`src/rtl/clock_pkg.sv`:
```
// Shared types and helpers for the clock / countdown timer slice.
// Provides cd_state_t, default field limits and the preset clamp.
package clock_pkg;

  typedef enum logic [1:0] {
    IDLE  = 2'd0,
    RUN   = 2'd1,
    PAUSE = 2'd2,
    DONE  = 2'd3
  } cd_state_t;

  localparam int HOUR_MAX_D = 23;
  localparam int MS_MAX_D   = 59;

  function automatic int unsigned clamp(
    input int unsigned val,
    input int unsigned max
  );
    return (val > max) ? max : val;
  endfunction

endpackage

```
`src/rtl/cd_field.sv`:
```
// One time field: mod-(MAX+1) down counter with load and borrow chain.
// Ports: clk_i, rst_n_i, load_i, load_val_i, dec_en_i, val_o, is_zero_o, borrow_o.
module cd_field #(
  parameter int W   = 8,
  parameter int MAX = 59
) (
  input  logic         clk_i,
  input  logic         rst_n_i,
  input  logic         load_i,
  input  logic [W-1:0] load_val_i,
  input  logic         dec_en_i,
  output logic [W-1:0] val_o,
  output logic         is_zero_o,
  output logic         borrow_o
);

  logic [W-1:0] val_q, val_d;

  assign is_zero_o = (val_q == '0);
  // Wrapping from 0 to MAX asks the next field up for a borrow.
  assign borrow_o  = dec_en_i & is_zero_o;
  assign val_o     = val_q;

  always_comb begin
    val_d = val_q;
    if (load_i)
      val_d = load_val_i;
    else if (dec_en_i)
      val_d = is_zero_o ? W'(MAX) : val_q - W'(1);
  end

  always_ff @(posedge clk_i or negedge rst_n_i) begin
    if (!rst_n_i) val_q <= '0;
    else          val_q <= val_d;
  end

endmodule

```
`src/rtl/countdown_timer.sv`:
```
// HH:MM:SS down-counting timer with load, pause and expiry flag.
// Ports: clock_1HZ, reset (async low), load, run, pre_h/m/s -> hour, minute,
// second, running, expired. Optional COUNTDOWN_REPEAT_EN: auto-reload mode.
module countdown_timer
  import clock_pkg::*;
#(
  parameter int W        = 8,
  parameter int HOUR_MAX = HOUR_MAX_D,
  parameter int MS_MAX   = MS_MAX_D
) (
  input  logic         clock_1HZ,
  input  logic         reset,
  input  logic         load,
  input  logic         run,
  input  logic [W-1:0] pre_h,
  input  logic [W-1:0] pre_m,
  input  logic [W-1:0] pre_s,
  output logic [W-1:0] hour,
  output logic [W-1:0] minute,
  output logic [W-1:0] second,
  output logic         running,
  output logic         expired
);

  cd_state_t state_q, state_d;
  logic      exp_q, exp_d;
  logic      dec, reload, fld_load;
  logic      s_zero, m_zero, h_zero, cnt_zero, at_one;
  logic      s_borrow, m_borrow, h_borrow_unused;
  logic [W-1:0] pc_h, pc_m, pc_s;
  logic [W-1:0] ld_h, ld_m, ld_s;

  assign pc_h = W'(clamp(32'(pre_h), HOUR_MAX));
  assign pc_m = W'(clamp(32'(pre_m), MS_MAX));
  assign pc_s = W'(clamp(32'(pre_s), MS_MAX));

`ifdef COUNTDOWN_REPEAT_EN
  logic [W-1:0] sh_h_q, sh_m_q, sh_s_q;

  always_ff @(posedge clock_1HZ or negedge reset) begin
    if (!reset) begin
      sh_h_q <= '0;
      sh_m_q <= '0;
      sh_s_q <= '0;
    end else if (load) begin
      sh_h_q <= pc_h;
      sh_m_q <= pc_m;
      sh_s_q <= pc_s;
    end
  end

  assign ld_h = load ? pc_h : sh_h_q;
  assign ld_m = load ? pc_m : sh_m_q;
  assign ld_s = load ? pc_s : sh_s_q;
`else
  assign ld_h = pc_h;
  assign ld_m = pc_m;
  assign ld_s = pc_s;
`endif

  assign fld_load = load | reload;
  assign cnt_zero = s_zero & m_zero & h_zero;
  // One second left: the next decrement lands on 00:00:00.
  assign at_one   = h_zero & m_zero & (second == W'(1));

  always_comb begin
    state_d = state_q;
    exp_d   = exp_q;
    dec     = 1'b0;
    reload  = 1'b0;
    if (load) begin
      state_d = IDLE;
      exp_d   = 1'b0;
    end else begin
      unique case (state_q)
        IDLE, PAUSE: begin
          if (run) begin
            if (cnt_zero) begin
              state_d = DONE;
              exp_d   = 1'b1;
            end else begin
              state_d = RUN;
            end
          end
        end
        RUN: begin
`ifdef COUNTDOWN_REPEAT_EN
          // Expiry is a single-edge pulse in repeat mode.
          exp_d = 1'b0;
          if (!run) begin
            state_d = PAUSE;
          end else if (cnt_zero) begin
            reload = 1'b1;
          end else begin
            dec = 1'b1;
            if (at_one) exp_d = 1'b1;
          end
`else
          if (!run) begin
            state_d = PAUSE;
          end else begin
            dec = 1'b1;
            if (at_one) begin
              state_d = DONE;
              exp_d   = 1'b1;
            end
          end
`endif
        end
        DONE: ;
        default: state_d = IDLE;
      endcase
    end
  end

  always_ff @(posedge clock_1HZ or negedge reset) begin
    if (!reset) begin
      state_q <= IDLE;
      exp_q   <= 1'b0;
    end else begin
      state_q <= state_d;
      exp_q   <= exp_d;
    end
  end

  assign running = (state_q == RUN);
  assign expired = exp_q;

  cd_field #(.W(W), .MAX(MS_MAX)) u_sec (
    .clk_i      (clock_1HZ),
    .rst_n_i    (reset),
    .load_i     (fld_load),
    .load_val_i (ld_s),
    .dec_en_i   (dec),
    .val_o      (second),
    .is_zero_o  (s_zero),
    .borrow_o   (s_borrow)
  );

  cd_field #(.W(W), .MAX(MS_MAX)) u_min (
    .clk_i      (clock_1HZ),
    .rst_n_i    (reset),
    .load_i     (fld_load),
    .load_val_i (ld_m),
    .dec_en_i   (s_borrow),
    .val_o      (minute),
    .is_zero_o  (m_zero),
    .borrow_o   (m_borrow)
  );

  cd_field #(.W(W), .MAX(HOUR_MAX)) u_hour (
    .clk_i      (clock_1HZ),
    .rst_n_i    (reset),
    .load_i     (fld_load),
    .load_val_i (ld_h),
    .dec_en_i   (m_borrow),
    .val_o      (hour),
    .is_zero_o  (h_zero),
    .borrow_o   (h_borrow_unused)
  );

endmodule

```
`config.mk`:
```
export PLATFORM = sky130hd
export DESIGN_NAME = countdown_timer
export DESIGN_NICKNAME = d
export VERILOG_FILES = /design/src/rtl/clock_pkg.sv /design/src/rtl/cd_field.sv /design/src/rtl/countdown_timer.sv
export SDC_FILE = /design/constraint.sdc
export NUM_CORES = 1
export LEC_CHECK = 0
export BUFFER_PORTS_ARGS = -buffer_cell sky130_fd_sc_hd__buf_2
export CAP_MARGIN = 20
export CORE_ASPECT_RATIO = 2
export CORE_MARGIN = 1
export CORE_UTILIZATION = 45
export DETAILED_ROUTE_END_ITERATION = 10
export PLACE_DENSITY = 0.71
export SYNTH_ARGS = -nofsm -noshare
export SYNTH_HDL_FRONTEND = slang
export SYNTH_SLANG_ARGS = --single-unit
```
`constraint.sdc`:
```
create_clock -name clock_1HZ -period 2.95 [get_ports clock_1HZ]
set_input_delay 0.295 -clock clock_1HZ [delete_from_list [all_inputs] [get_ports clock_1HZ]]
set_output_delay 0.295 -clock clock_1HZ [all_outputs]
set_load 0.02 [all_outputs]
```
After elaboration in Yosys (flattened, before gate mapping)
Index checks and enable logic that the tools add are counted. W data, S select, Z words.

Add/subtract/negate cells: 3. $lt $le $gt $ge: 3. Equality and inequality tests: 8. Multiplexer cells: 27. Bitwise operators: 6. Reductions and logical operators: 11.

Operators by type and width (count): $mux W8 (12); $logic_not A8 Y1 (3); $sub A8 B1 Y8 const B (3); $gt A8 B6 Y1 const B (2); $mux W2 (5); $ne A3 B3 Y1 const B (3); $eq A8 B1 Y1 const B (1); $gt A8 B5 Y1 const B (1); $mux W1 (8); $and A1 B1 Y1 (6); $reduce_bool A2 Y1 (3); $reduce_and A5 Y1 (1); $ne A4 B3 Y1 const B (1); $pmux W2 S2 (1); $ne A3 B2 Y1 const B (1); $reduce_and A3 Y1 (1); $reduce_bool A3 Y1 (1); $eq A2 B1 Y1 const B (1); $eq A2 B2 Y1 const B (1); $logic_not A2 Y1 (1); $pmux W1 S2 (1); $reduce_or A2 Y1 (1).

Register bits after elaboration: 27. Input port bits: 28. Output and inout port bits: 26. Logic and storage cells: 63.

Longest topological paths before layout
Gate-level depths: netlist of run 1.

Word-level depth: 7. Gate-level depth with buffers: 8. Gate-level depth less buffers: 7.

Hierarchy
A second synthesis of run 1 with hierarchy kept.

Cells, all modules: 224. Area, all modules: 1961.9 sq um.

Modules (own cells, without submodules): cd_field at u_min (times used 1, cells an instance 63, area an instance 558.0 sq um, sequential area each 200.2 sq um); cd_field at u_sec (times used 1, cells an instance 61, area an instance 541.8 sq um, sequential area each 200.2 sq um); cd_field at u_hour (times used 1, cells an instance 55, area an instance 506.7 sq um, sequential area each 200.2 sq um); countdown_timer (times used 1, cells an instance 45, area an instance 355.3 sq um, sequential area each 75.1 sq um).

Worst setup path before layout of run 1
No wires, ideal clock.

Kind: reg-to-reg. Start point: register u_min.val_q[4], in the netlist u_min.val_o[4]. End point: register u_hour.val_q[5], in the netlist u_hour.val_o[5]. Arrival: 1.827 ns. Setup slack: 0.998 ns. Cell stages (with the launch flop): 7. Path buffers: 1. Clock period less this slack: 1.952 ns. Path through: dfrtp_1 > nor4_2 > and3_1 > buf_2 > nand3_1 > nor4_1 > mux2_2.

Word-level cells in the longest chain between the ends: 3.

Ends and longest elaborated chain: start, declared (RTL line cd_field.sv:17) `logic [W-1:0] val_q, val_d;`; start signal, assigned (RTL line cd_field.sv:34) `else val_q <= val_d;`; $logic_not A8 Y1 (RTL line cd_field.sv:19) `assign is_zero_o = (val_q == '0);`; $and A1 B1 Y1 (RTL line cd_field.sv:21) `assign borrow_o = dec_en_i & is_zero_o;`; $reduce_bool A2 Y1 (no line); end signal, assigned (RTL line cd_field.sv:34); end, declared (RTL line cd_field.sv:17).

Every way passes these cells. A chain may end at the register's enable or synchronous reset.

Worst setup path after layout of run 1
Start point: register state_q[1]. End point: register u_min.val_q[7], in the netlist u_min.val_o[7].

Word-level cells in the longest chain between the ends: 5.

Ends and longest elaborated chain: start, declared (RTL line countdown_timer.sv:25) `cd_state_t state_q, state_d;`; start signal, assigned (RTL line countdown_timer.sv:121) `state_q <= state_d;`; $eq A2 B1 Y1 (RTL line countdown_timer.sv:75) `unique case (state_q)`; $mux W1 (RTL line countdown_timer.sv:75); $mux W1 (RTL line countdown_timer.sv:71) `if (load) begin`; $and A1 B1 Y1 (RTL line cd_field.sv:21); $reduce_bool A2 Y1 (no line).

Every way passes these cells.

==> metrics.txt, run 1 <==
outcome=finished clean; initial DRC count=33; Hold Path Class=in2async; ys async rst share=1.00; critical path arrival=2.35 ns; Post-synth EDFFs=0; share of cells above drive strength 1=0.247; sequential-to-total area share from yosys stat=0.376; Post-CTS Resized=0; pwr/cell area=423 nW/um^2; post-synth cell types=50; clk root buf=clkbuf_8; most used routing layer=met2; grt ovf=0; Hold-fix buffers, CTS=0; Final WS setup=0.803 ns; clock-pin slew on the worst setup and hold paths=approximately 0.10 ns; largest family of logic cells by synthesized area=simple AND/OR/NAND/NOR gates; Core Box Area=3840 sq um; reg2reg start=state_q[1]; routed len/inst=around 15 um; Post-CTS Setup Inserts=0; Worst VDD drop=0.301 mV; Power Total=0.897 mW; CP endpoint=u_min.val_o[7]; Sink Count=27; Max Cap Violations=0; critical path fanouts, max=9; CP Launch Point=state_q[1]; Hold WS=0.0111 ns; Max Freq=0.466 GHz; met1 usage=0.219; num rows=32; Antenna Cells=0; WP data required=3.16 ns; register bit total from synthesis=27; final hold viol count=0; Nets=about 300; total negative setup slack=0 ns; met2 Resource Use GR=0.453; initial core utilization=0.467; post-synthesis adder-cell area fraction=0.0488; gpl congestion=roughly 0.9; die height=between 90 and 100 um; crit start category=flip-flop; first-pass GRT wire length=7.37 mm; CTS tree=built; DRC=0; reg2reg path depth=5; Critical Path End Type=flip-flop; Clock Latency Late Sink=approximately 0.28 ns; min cycle time layout=2.15 ns; syn_area_per_cell=~8.5 sq um; Synth Area in XOR/XNOR=0.00976; I/O pin cnt=54; H-tree levels=1; setup repair after global routing missed its margin=no; largest net degree at the start of global routing=44; HPWL Detailed=about 3.7 mm; P&R area growth vs syn=18.3%; Yosys warnings=0; Max Root-Sink Buffers=2; synthesized area=1800 sq um; syn nets=around 250; critical path type=reg2reg; port buffer count=53; reg2reg end=u_min.val_o[7]; Die Width=46.7 um; Layout Skew=0.00743 ns; simple-gate share of the synthesized area=0.261; worst slack at placement=0.819 ns; antenna violations before repair=0; P_leak=0.988 nW; multiplexer share of the synthesized area=0.0174; met3 Use GR=0.0159; iteration count of the initial detailed-routing pass=4; r2r setup slk=~0.80 ns; compound-cell area share of the yosys netlist=0.229; Setup Viol. Count Final=0; CTS Buf Count=3; Post-Synthesis Cells=between 200 and 250; slew at the pin with the worst max-slew slack=between 0.7 and 0.8 ns; max_slew headroom=0.503; WL final=between 4 and 5 mm; Vias/cell=between 5 and 6; via count=1798; top_reg_cell synth=dfrtp_1; final period utilization=0.728; post-layout util=0.552; die area=about 4300 sq um; Final Max Tran Viols=0; Routed Antenna Nets=0; vias in the first global route=1766; Total GRT Usage=0.234
==> synthesized netlist by cell type, drive strengths merged (2+ instances only) <==
| cell | count | share of area |
|---|---|---|
| dfrtp | 27 | 0.38 |
| o22ai | 3 | 0.010 |
| a21oi | 15 | 0.042 |
| and2 | 2 | 0.0070 |
| nand2b | 2 | 0.0070 |
| o21ai | 19 | 0.053 |
| a31oi | 2 | 0.0070 |
| or3 | 2 | 0.0070 |
| mux2i | 2 | 0.011 |
| nand2 | 17 | 0.040 |
| or4 | 2 | 0.0084 |
| ha | 7 | 0.049 |
| a22oi | 2 | 0.0084 |
| nor2 | 18 | 0.038 |
| clkbuf | 5 | 0.010 |
| nor3 | 9 | 0.025 |
| o22a | 5 | 0.024 |
| xnor2 | 2 | 0.0098 |
| buf | 4 | 0.017 |
| a211oi | 2 | 0.0084 |
| nand4 | 5 | 0.017 |
| o32a | 3 | 0.017 |
| nand3 | 8 | 0.022 |
| nor4 | 7 | 0.036 |
| inv | 14 | 0.029 |
| nor2b | 6 | 0.021 |
| a221oi | 2 | 0.0098 |
| and3 | 3 | 0.010 |
==> routing by layer <==
| metal | routed length (um) | up-vias | share of wire |
|---|---|---|---|
| li1 | - | 869 | - |
| met1 | 1750 | 854 | 0.37 |
| met2 | 2720 | 62 | 0.57 |
| met3 | 136 | 13 | 0.029 |
| met4 | 142 | 0 | 0.030 |
| met5 | 0 | - | 0 |
==> how the worst min path moves through the flow <==
| stage | start | end | slack [ns] |
|---|---|---|---|
| finish | reset | u_min.val_o[1] | 0.01 |
| global route | reset | u_min.val_o[7] | 0.07 |
| CTS | reset | u_min.val_o[1] | 0.03 |
| detailed placement | reset | u_min.val_o[1] | 0.34 |
| global placement | reset | u_min.val_o[0] | 0.35 |
| floorplan | reset | expired | -0.0006 |
==> layout by cell type (no fill, tap or decap), drive strengths merged, types with 3 or more instances in the layout <==
master and instances:
buf 53, dfrtp 27, o21ai 19, nor2 18, nand2 17, a21oi 15, inv 14, nor3 9
nand3 8, ha 7, nor4 7, nor2b 6, nand4 5, o22a 5, and3 3, o22ai 3
o32a 3, clkbuf 3
==> through the flow <==
stage	instances	cell area (sq um)
5_1_grt	310	2120
3_5_place_dp	306	2070
4_1_cts	310	2120
6_report	310	2120
3_3_place_gp	306	2070
2_1_floorplan	211	1800
==> cell families (layout without fill, tap and decap cells) <==
family                     count (synthesis)  after routing
and+or+nand+nor                           86             86
muxes                                      3              3
AOI/OAI and AO/OA                         63             63
xor gates and xnor gates                   2              2
adders and majority gates                  7              7
buffers and inverters                     23             71
DFF                                       27             27
==> area by class of cell <==
cell class / instances / area, sq um
Inverter: 14 / 52.6
Fill cell: 387 / 1720
Clock buffer: 3 / 41.3
Tap cell: 51 / 63.8
Sequential cell: 27 / 676
Multi-Input combinational cell: 161 / 1020
Timing Repair Buffer: 53 / 265
Clock inverter: 1 / 7.51
==> power by group <==
part           switching (mW)  internal [mW]  total [mW]
logic                   0.139         0.0875       0.227
registers              0.0496          0.402       0.452
clock network           0.123         0.0961       0.219
total                   0.311          0.586       0.897
==> registers in the layout, indices dropped and copies added (netlist names) <==
signal,flops
u_sec.val_o,8
u_min.val_o,8
expired,1
state_q,2
u_hour.val_o,8
==> critical path, stage by stage (launching register included) <==
cell and delay, ns:
dfrtp_1 0.41, and3b_1 0.41, and4_1 0.46, o21ai_1 0.15
or4_1 0.50, a21oi_1 0.13
Power figures use the tool's default switching activity.
==> run 2: changes to the inputs <==
Settings changed: ABC_AREA set to 1, PLACE_DENSITY 0.71 to 0.73.
Clock period 2.95 ns to 1.9 ns, I/O delays scaled along.
==> run 2 against run 1 <==
- die area rose by 5.9%
- non-clock buffer count rose by 5
- area after synthesis rose by 6.1%
==> metrics.txt, run 2 <==
outcome=finished clean (unchanged); DRC=0 (unchanged); Die Width=48.0 um (was 46.7 um); Hold Path Depth=3; simple-gate share of the synthesized area=0.376 (was 0.261); vias in the first global route=1829 (was 1766); post-synthesis adder-cell area fraction=0.0460 (was 0.0488); Max Root-Sink Buffers=2 (unchanged); Post-CTS Setup Inserts=0 (unchanged); top_reg_cell synth=dfrtp_1 (unchanged); Max Freq=0.601 GHz (was 0.466 GHz); WL final=4.78 mm (was 4.75 mm); num rows=33 (was 32); most frequent cells in the layout=69 x nand2_1, 53 x buf_2, 32 x nor2_1 (was 53 x buf_2, 27 x dfrtp_1, 18 x nor2_1, 18 x o21ai_0, 16 x nand2_1); antenna violations before repair=0 (unchanged); largest family of logic cells by synthesized area=simple AND/OR/NAND/NOR gates (unchanged); ys async rst share=1.00 (unchanged); Hold Path Class=in2reg (was in2async); Routed Antenna Nets=0 (unchanged); die height=94.0 um (was 91.3 um); critical path fanouts, max=11 (was 9); initial DRC count=45 (was 33); critical path type=reg2reg (unchanged); register bit total from synthesis=27 (unchanged); die area=4510 sq um (was 4260 sq um); Post-synth EDFFs=0 (unchanged); syn nets=300 (was 246); non-filler cells, final=375 (was 310); Reg area=676 sq um (unchanged); CP Launch Point=u_sec.val_o[0] (was state_q[1]); slew at the pin with the worst max-slew slack=0.608 ns (was 0.745 ns); iteration count of the initial detailed-routing pass=4 (unchanged); HPWL Detailed=3.86 mm (was 3.72 mm); Synth Area in XOR/XNOR=0.0322 (was 0.00976); total negative setup slack=0 ns (unchanged); via count=1924 (was 1798); CTS tree=built (unchanged); clk root buf=clkbuf_8 (unchanged); syn_area_per_cell=7.19 sq um (was 8.51 sq um); Setup Viol. Count Final=0 (unchanged); Final WS setup=0.236 ns (was 0.803 ns); Total GRT Usage=0.241 (was 0.234); worst slack at placement=0.213 ns (was 0.819 ns); share of cells above drive strength 1=0.238 (was 0.247); crit start category=flip-flop (unchanged); max_slew headroom=0.595 (was 0.503); setup repair after global routing missed its margin=no (unchanged); Hold WS=0.187 ns (was 0.0111 ns); post-synth cell types=31 (was 50); post-layout util=0.562 (was 0.552); hold path endpoint=u_sec.val_o[0]; Vias/cell=5.13 (was 5.80); min cycle time layout=1.66 ns (was 2.15 ns); largest net degree at the start of global routing=28 (was 44); I/O pin cnt=54 (unchanged); top cells by area, synth=dfrtp_1 35%, nand2_1 14%, nand3_1 7.4% (was dfrtp_1 38%, o21ai_0 5.0%, ha_1 4.9%); synthesized area=1910 sq um (was 1800 sq um); routed len/inst=12.7 um (was 15.3 um); cell with the most instances after synthesis=nand2_1 (was dfrtp_1); clock-pin slew on the worst setup and hold paths=0.09 ns (was 0.10 ns); critical path arrival=1.83 ns (was 2.35 ns); placed inst area=2240 sq um (was 2070 sq um); Layout Skew=0.00836 ns (was 0.00743 ns); multiplexer share of the synthesized area=0 (was 0.0174); Post-Synthesis Cells=265 (was 211); P&R area growth vs syn=20.6% (was 18.3%); Critical Path End Type=flip-flop (unchanged); HP Start=pre_s[0]; Filler Cell Count=411 (was 387); initial core utilization=0.466 (was 0.467); CTS Buf Count=3 (unchanged); Post-synth top cells=69 x nand2_1, 32 x nor2_1, 28 x inv_1, 28 x nand3_1, 27 x dfrtp_1 (was 27 x dfrtp_1, 18 x nor2_1, 18 x o21ai_0); most common cell after layout, fill and taps aside=nand2_1 (was buf_2); port buffer count=53 (unchanged); Worst VDD drop=0.552 mV (was 0.301 mV); Yosys warnings=0 (unchanged); area fraction of the dominant cell type after synthesis=0.355 (was 0.376); final hold viol count=0 (unchanged); Clock Latency Late Sink=0.27 ns (was 0.28 ns); reg2reg end=u_min.val_o[6] (was u_min.val_o[7]); reg2reg start=u_sec.val_o[0] (was state_q[1]); Antenna Cells=0 (unchanged); reg2reg path depth=9 (was 5); gpl congestion=0.853 (was 0.874); compound-cell area share of the yosys netlist=0.114 (was 0.229); r2r setup slk=0.24 ns (was 0.80 ns); design area=2300 sq um (was 2120 sq um); Core Box Area=4090 sq um (was 3840 sq um); Final Max Tran Viols=0 (unchanged); Multi-input gate area=1090 sq um (was 1020 sq um); final period utilization=0.876 (was 0.728); pwr/cell area=700 nW/um^2 (was 423 nW/um^2); grt ovf=0 (unchanged); placed cell count=370 (was 306); Sink Count=27 (unchanged); Yosys top cell by area=dfrtp_1 (unchanged); WP data required=2.06 ns (was 3.16 ns); H-tree levels=1 (unchanged); Power Total=1.61 mW (was 0.897 mW); sequential-to-total area share from yosys stat=0.355 (was 0.376); P_leak=1.21 nW (was 0.988 nW); Nets=359 (was 295); Max Cap Violations=0 (unchanged); first-pass GRT wire length=7.89 mm (was 7.37 mm)
## run 2: changes by cell type after synthesis, moves of 5 or more
cell / delta
xor2_1: +7
nor4_1: -5
nand2_1: +53
nand3_1: +20
nor2b_1: -6
inv_1: +14
o22a_1: -5
nor3_1: -7
a21oi_1: -11
nor2_1: +14
o211ai_1: +5
## run 2: cells by family after synthesis
| kind of cell | Yosys count |
|---|---|
| AOI/OAI and AO/OA | 37 |
| and+or+nand+nor | 152 |
| buffers and inverters | 35 |
| DFF | 27 |
| adders and majority gates | 7 |
| xor gates and xnor gates | 7 |
## run 2: routing by layer
layer  GRT usage  wire [um]  share of wire  vias up
met5           0          0              0        -
li1            -          -              -      978
met1       0.258       1820           0.38      879
met4      0.0833         97          0.020        0
met3      0.0212        165          0.035        8
met2       0.447       2700           0.56       59
## run 2: worst max-delay path: stages, from the launching register on
cell	delay (ns)
dfrtp_1	0.42
inv_1	0.14
ha_1	0.18
nand2_2	0.07
nor2_4	0.19
nand2_4	0.07
nand2_2	0.20
inv_1	0.14
nand2_1	0.07
o21ai_0	0.07
## run 2: what timing repair did
action                     CTS  global route
setup endpoints to repair    0             1
hold endpoints to repair    27             0
gates resized for setup      0             1
hold buffers                 1             0
## run 2: report_power, final
part / internal (mW) / switching [mW]
Combinational: 0.205 / 0.364
Clock: 0.147 / 0.176
Sequential: 0.639 / 0.0775
## run 2: worst max path at each step
stage                            endpoint  slack (ns)  cells after the start
after CTS                 u_hour.val_o[1]        0.21                      9
after global routing       u_min.val_o[0]      0.0005                      8
final                      u_min.val_o[6]        0.24                      9
after floorplan            u_min.val_o[7]        0.34                     10
after detailed placement  u_hour.val_o[7]        0.21                      9
after global placement    u_hour.val_o[1]        0.25                      9
## run 2: final cells by class
class,instances,area share
Clock inverter,1,0.00218
Multi-Input combinational cell,203,0.473
Tap cell,52,0.0283
Timing Repair Buffer,58,0.133
Clock buffer,3,0.0180
Inverter,31,0.0517
Sequential cell,27,0.294
==> run 3: changes to the inputs <==
Settings changed: ABC_AREA 1 to unset, PLACE_DENSITY 0.73 to 0.74, SETUP_SLACK_MARGIN set to 0.3.
==> run 3 against run 2 <==
- the run now ends with setup timing left
- largest power group unchanged
- flip-flop and latch count did not move
- global-route usage rose by 2.6 points
- register-to-register slack got worse by 0.26 ns
- highest routed layer unchanged
- worst setup slack got worse by 0.26 ns
==> metrics.txt, run 3 (same netlist as run 1, synthesis figures left out) <==
critical path arrival=2.14 ns (was 1.83 ns); Setup Viol. Count Final=2 (was 0); Total GRT Usage=0.267 (was 0.241); Vias/cell=5.80 (was 5.13); Final Max Tran Viols=0 (unchanged); Die Width=46.7 um (was 48.0 um); gpl congestion=0.887 (was 0.853); Max Root-Sink Buffers=2 (unchanged); H-tree levels=1 (unchanged); P_leak=1.26 nW (was 1.21 nW); clock-pin slew on the worst setup and hold paths=0.09 ns (about the same); Hold Path Class=in2reg (unchanged); Max Freq=0.519 GHz (was 0.601 GHz); critical path fanouts, max=4 (was 11); final hold viol count=0 (unchanged); non-filler cells, final=358 (was 375); most frequent cells in the layout=53 x buf_2, 32 x buf_4, 18 x nor2_1 (was 69 x nand2_1, 53 x buf_2, 32 x nor2_1); largest net degree at the start of global routing=28 (unchanged); design area=2780 sq um (was 2300 sq um); CTS tree=built (unchanged); Max Cap Violations=0 (unchanged); failing checks=setup timing; WL final=5.83 mm (was 4.78 mm); HPWL Detailed=3.73 mm (was 3.86 mm); vias in the first global route=1942 (was 1829); num rows=32 (was 33); final period utilization=1.01 (was 0.876); I/O pin cnt=54 (unchanged); die area=4260 sq um (was 4510 sq um); Core Box Area=3840 sq um (was 4090 sq um); placed inst area=2360 sq um (was 2240 sq um); critical path type=reg2reg (unchanged); outcome=complete, but fails checks (was finished clean); min cycle time layout=1.93 ns (was 1.66 ns); Layout Skew=0.00274 ns (was 0.00836 ns); slew at the pin with the worst max-slew slack=0.639 ns (was 0.608 ns); CTS Buf Count=3 (unchanged); Filler Cell Count=305 (was 411); Sink Count=27 (unchanged); Worst VDD drop=0.383 mV (was 0.552 mV); Final WS setup=-0.0279 ns (was 0.236 ns); initial core utilization=0.467 (was 0.466); grt ovf=0 (unchanged); Antenna Cells=0 (unchanged); antenna violations before repair=0 (unchanged); setup repair after global routing missed its margin=yes (was no); max_slew headroom=0.574 (was 0.595); met2 Resource Use GR=0.477 (was 0.447); first-pass GRT wire length=8.39 mm (was 7.89 mm); DRC=0 (unchanged); clk root buf=clkbuf_8 (unchanged); Nets=343 (was 359); P&R area growth vs syn=54.8% (was 20.6%); port buffer count=53 (unchanged); Clock Latency Late Sink=0.28 ns (was 0.27 ns); most common cell after layout, fill and taps aside=buf_2 (was nand2_1); met3 Use GR=0.0278 (was 0.0212); initial DRC count=45 (unchanged); pwr/cell area=567 nW/um^2 (was 700 nW/um^2); Reg area=689 sq um (was 676 sq um); Critical Path End Type=flip-flop (unchanged); met1 usage=0.275 (was 0.258); routed len/inst=16.3 um (was 12.7 um); die height=91.3 um (was 94.0 um); Power Total=1.58 mW (was 1.61 mW); iteration count of the initial detailed-routing pass=4 (unchanged); most used routing layer=met2 (unchanged); Routed Antenna Nets=0 (unchanged); Multi-input gate area=1240 sq um (was 1090 sq um); via count=2078 (was 1924); share of cells above drive strength 1=0.515 (was 0.238); crit start category=flip-flop (unchanged); WP data required=2.11 ns (was 2.06 ns); placed cell count=337 (was 370)
[run 3: changes by cell type in the layout (fill, tap and decap cells not counted), sizes merged, moves of 4 or more]
| cell | before | now |
|---|---|---|
| o22a | 0 | 5 |
| nand3b | 4 | 0 |
| buf | 57 | 100 |
| a21oi | 4 | 15 |
| nand2 | 75 | 17 |
| nor2 | 37 | 18 |
| xor2 | 7 | 0 |
| nand3 | 29 | 8 |
| nor4 | 0 | 7 |
| nor2b | 0 | 6 |
| nor3 | 2 | 9 |
| o211ai | 5 | 0 |
| inv | 31 | 14 |
[run 3: metrics by stage]
stage | hold slack [ns] | util | TNS [ns] | setup WS [ns]
after floorplan | -0.106 | - | -0.00575 | -0.00289
after global placement | 0.235 | 0.613 | 0 | 0.00398
after detailed placement | 0.238 | 0.613 | -0.0653 | -0.0506
after CTS | 0.140 | 0.678 | -0.0176 | -0.0176
after global routing | 0.140 | 0.723 | -0.206 | -0.0678
final | 0.135 | 0.723 | -0.0507 | -0.0279
[run 3: worst max-delay path, cell delays in order (launching register included)]
cell	delay (ns)
dfrtp_2	0.45
or3_4	0.38
or3_4	0.35
nand2b_4	0.14
or4_1	0.40
a21oi_1	0.14
[run 3: cell type report]
cell class | count | share of cell area
clock inverter | 1 | 0.00180
sequential | 27 | 0.248
tap | 51 | 0.0230
clock buffer | 3 | 0.0149
inverter | 14 | 0.0198
timing repair buffer | 101 | 0.246
multi-input combinational | 161 | 0.446
[run 3: path summary, 6_finish.rpt]
kind	startpoint	endpoint	slack, ns	depth (start not counted)
worst min register to register	expired	expired	0.52	1
min in group asynchronous	reset	u_hour.val_o[2]	0.46	2
worst min-delay path	pre_s[0]	u_sec.val_o[0]	0.14	2
worst max-delay path	u_min.val_o[2]	u_min.val_o[7]	-0.03	5
max in group asynchronous	reset	u_min.val_o[1]	0.99	2
worst max register to register	u_min.val_o[2]	u_min.val_o[7]	-0.03	5
[run 3: power by group]
group          internal, mW  total, mW  switching [mW]
Combinational         0.245      0.553           0.308
Clock                 0.148      0.338           0.190
Sequential            0.629      0.687          0.0578
Total                  1.02       1.58           0.555
[run 3: metal layers]
metal	part of all wire	vias up
li1	-	972
met1	0.37	1001
met2	0.56	83
met3	0.033	22
met4	0.039	0
met5	0	-
[run 3: timing repair]
action | 4_1_cts | 5_1_grt
setup endpoints to repair | 19 | 21
pin swaps | 13 | 16
gates resized for setup | 31 | 36
buffers inserted | 11 | 5
hold buffers | 1 | 0
endpoints found under the hold margin | 27 | 0
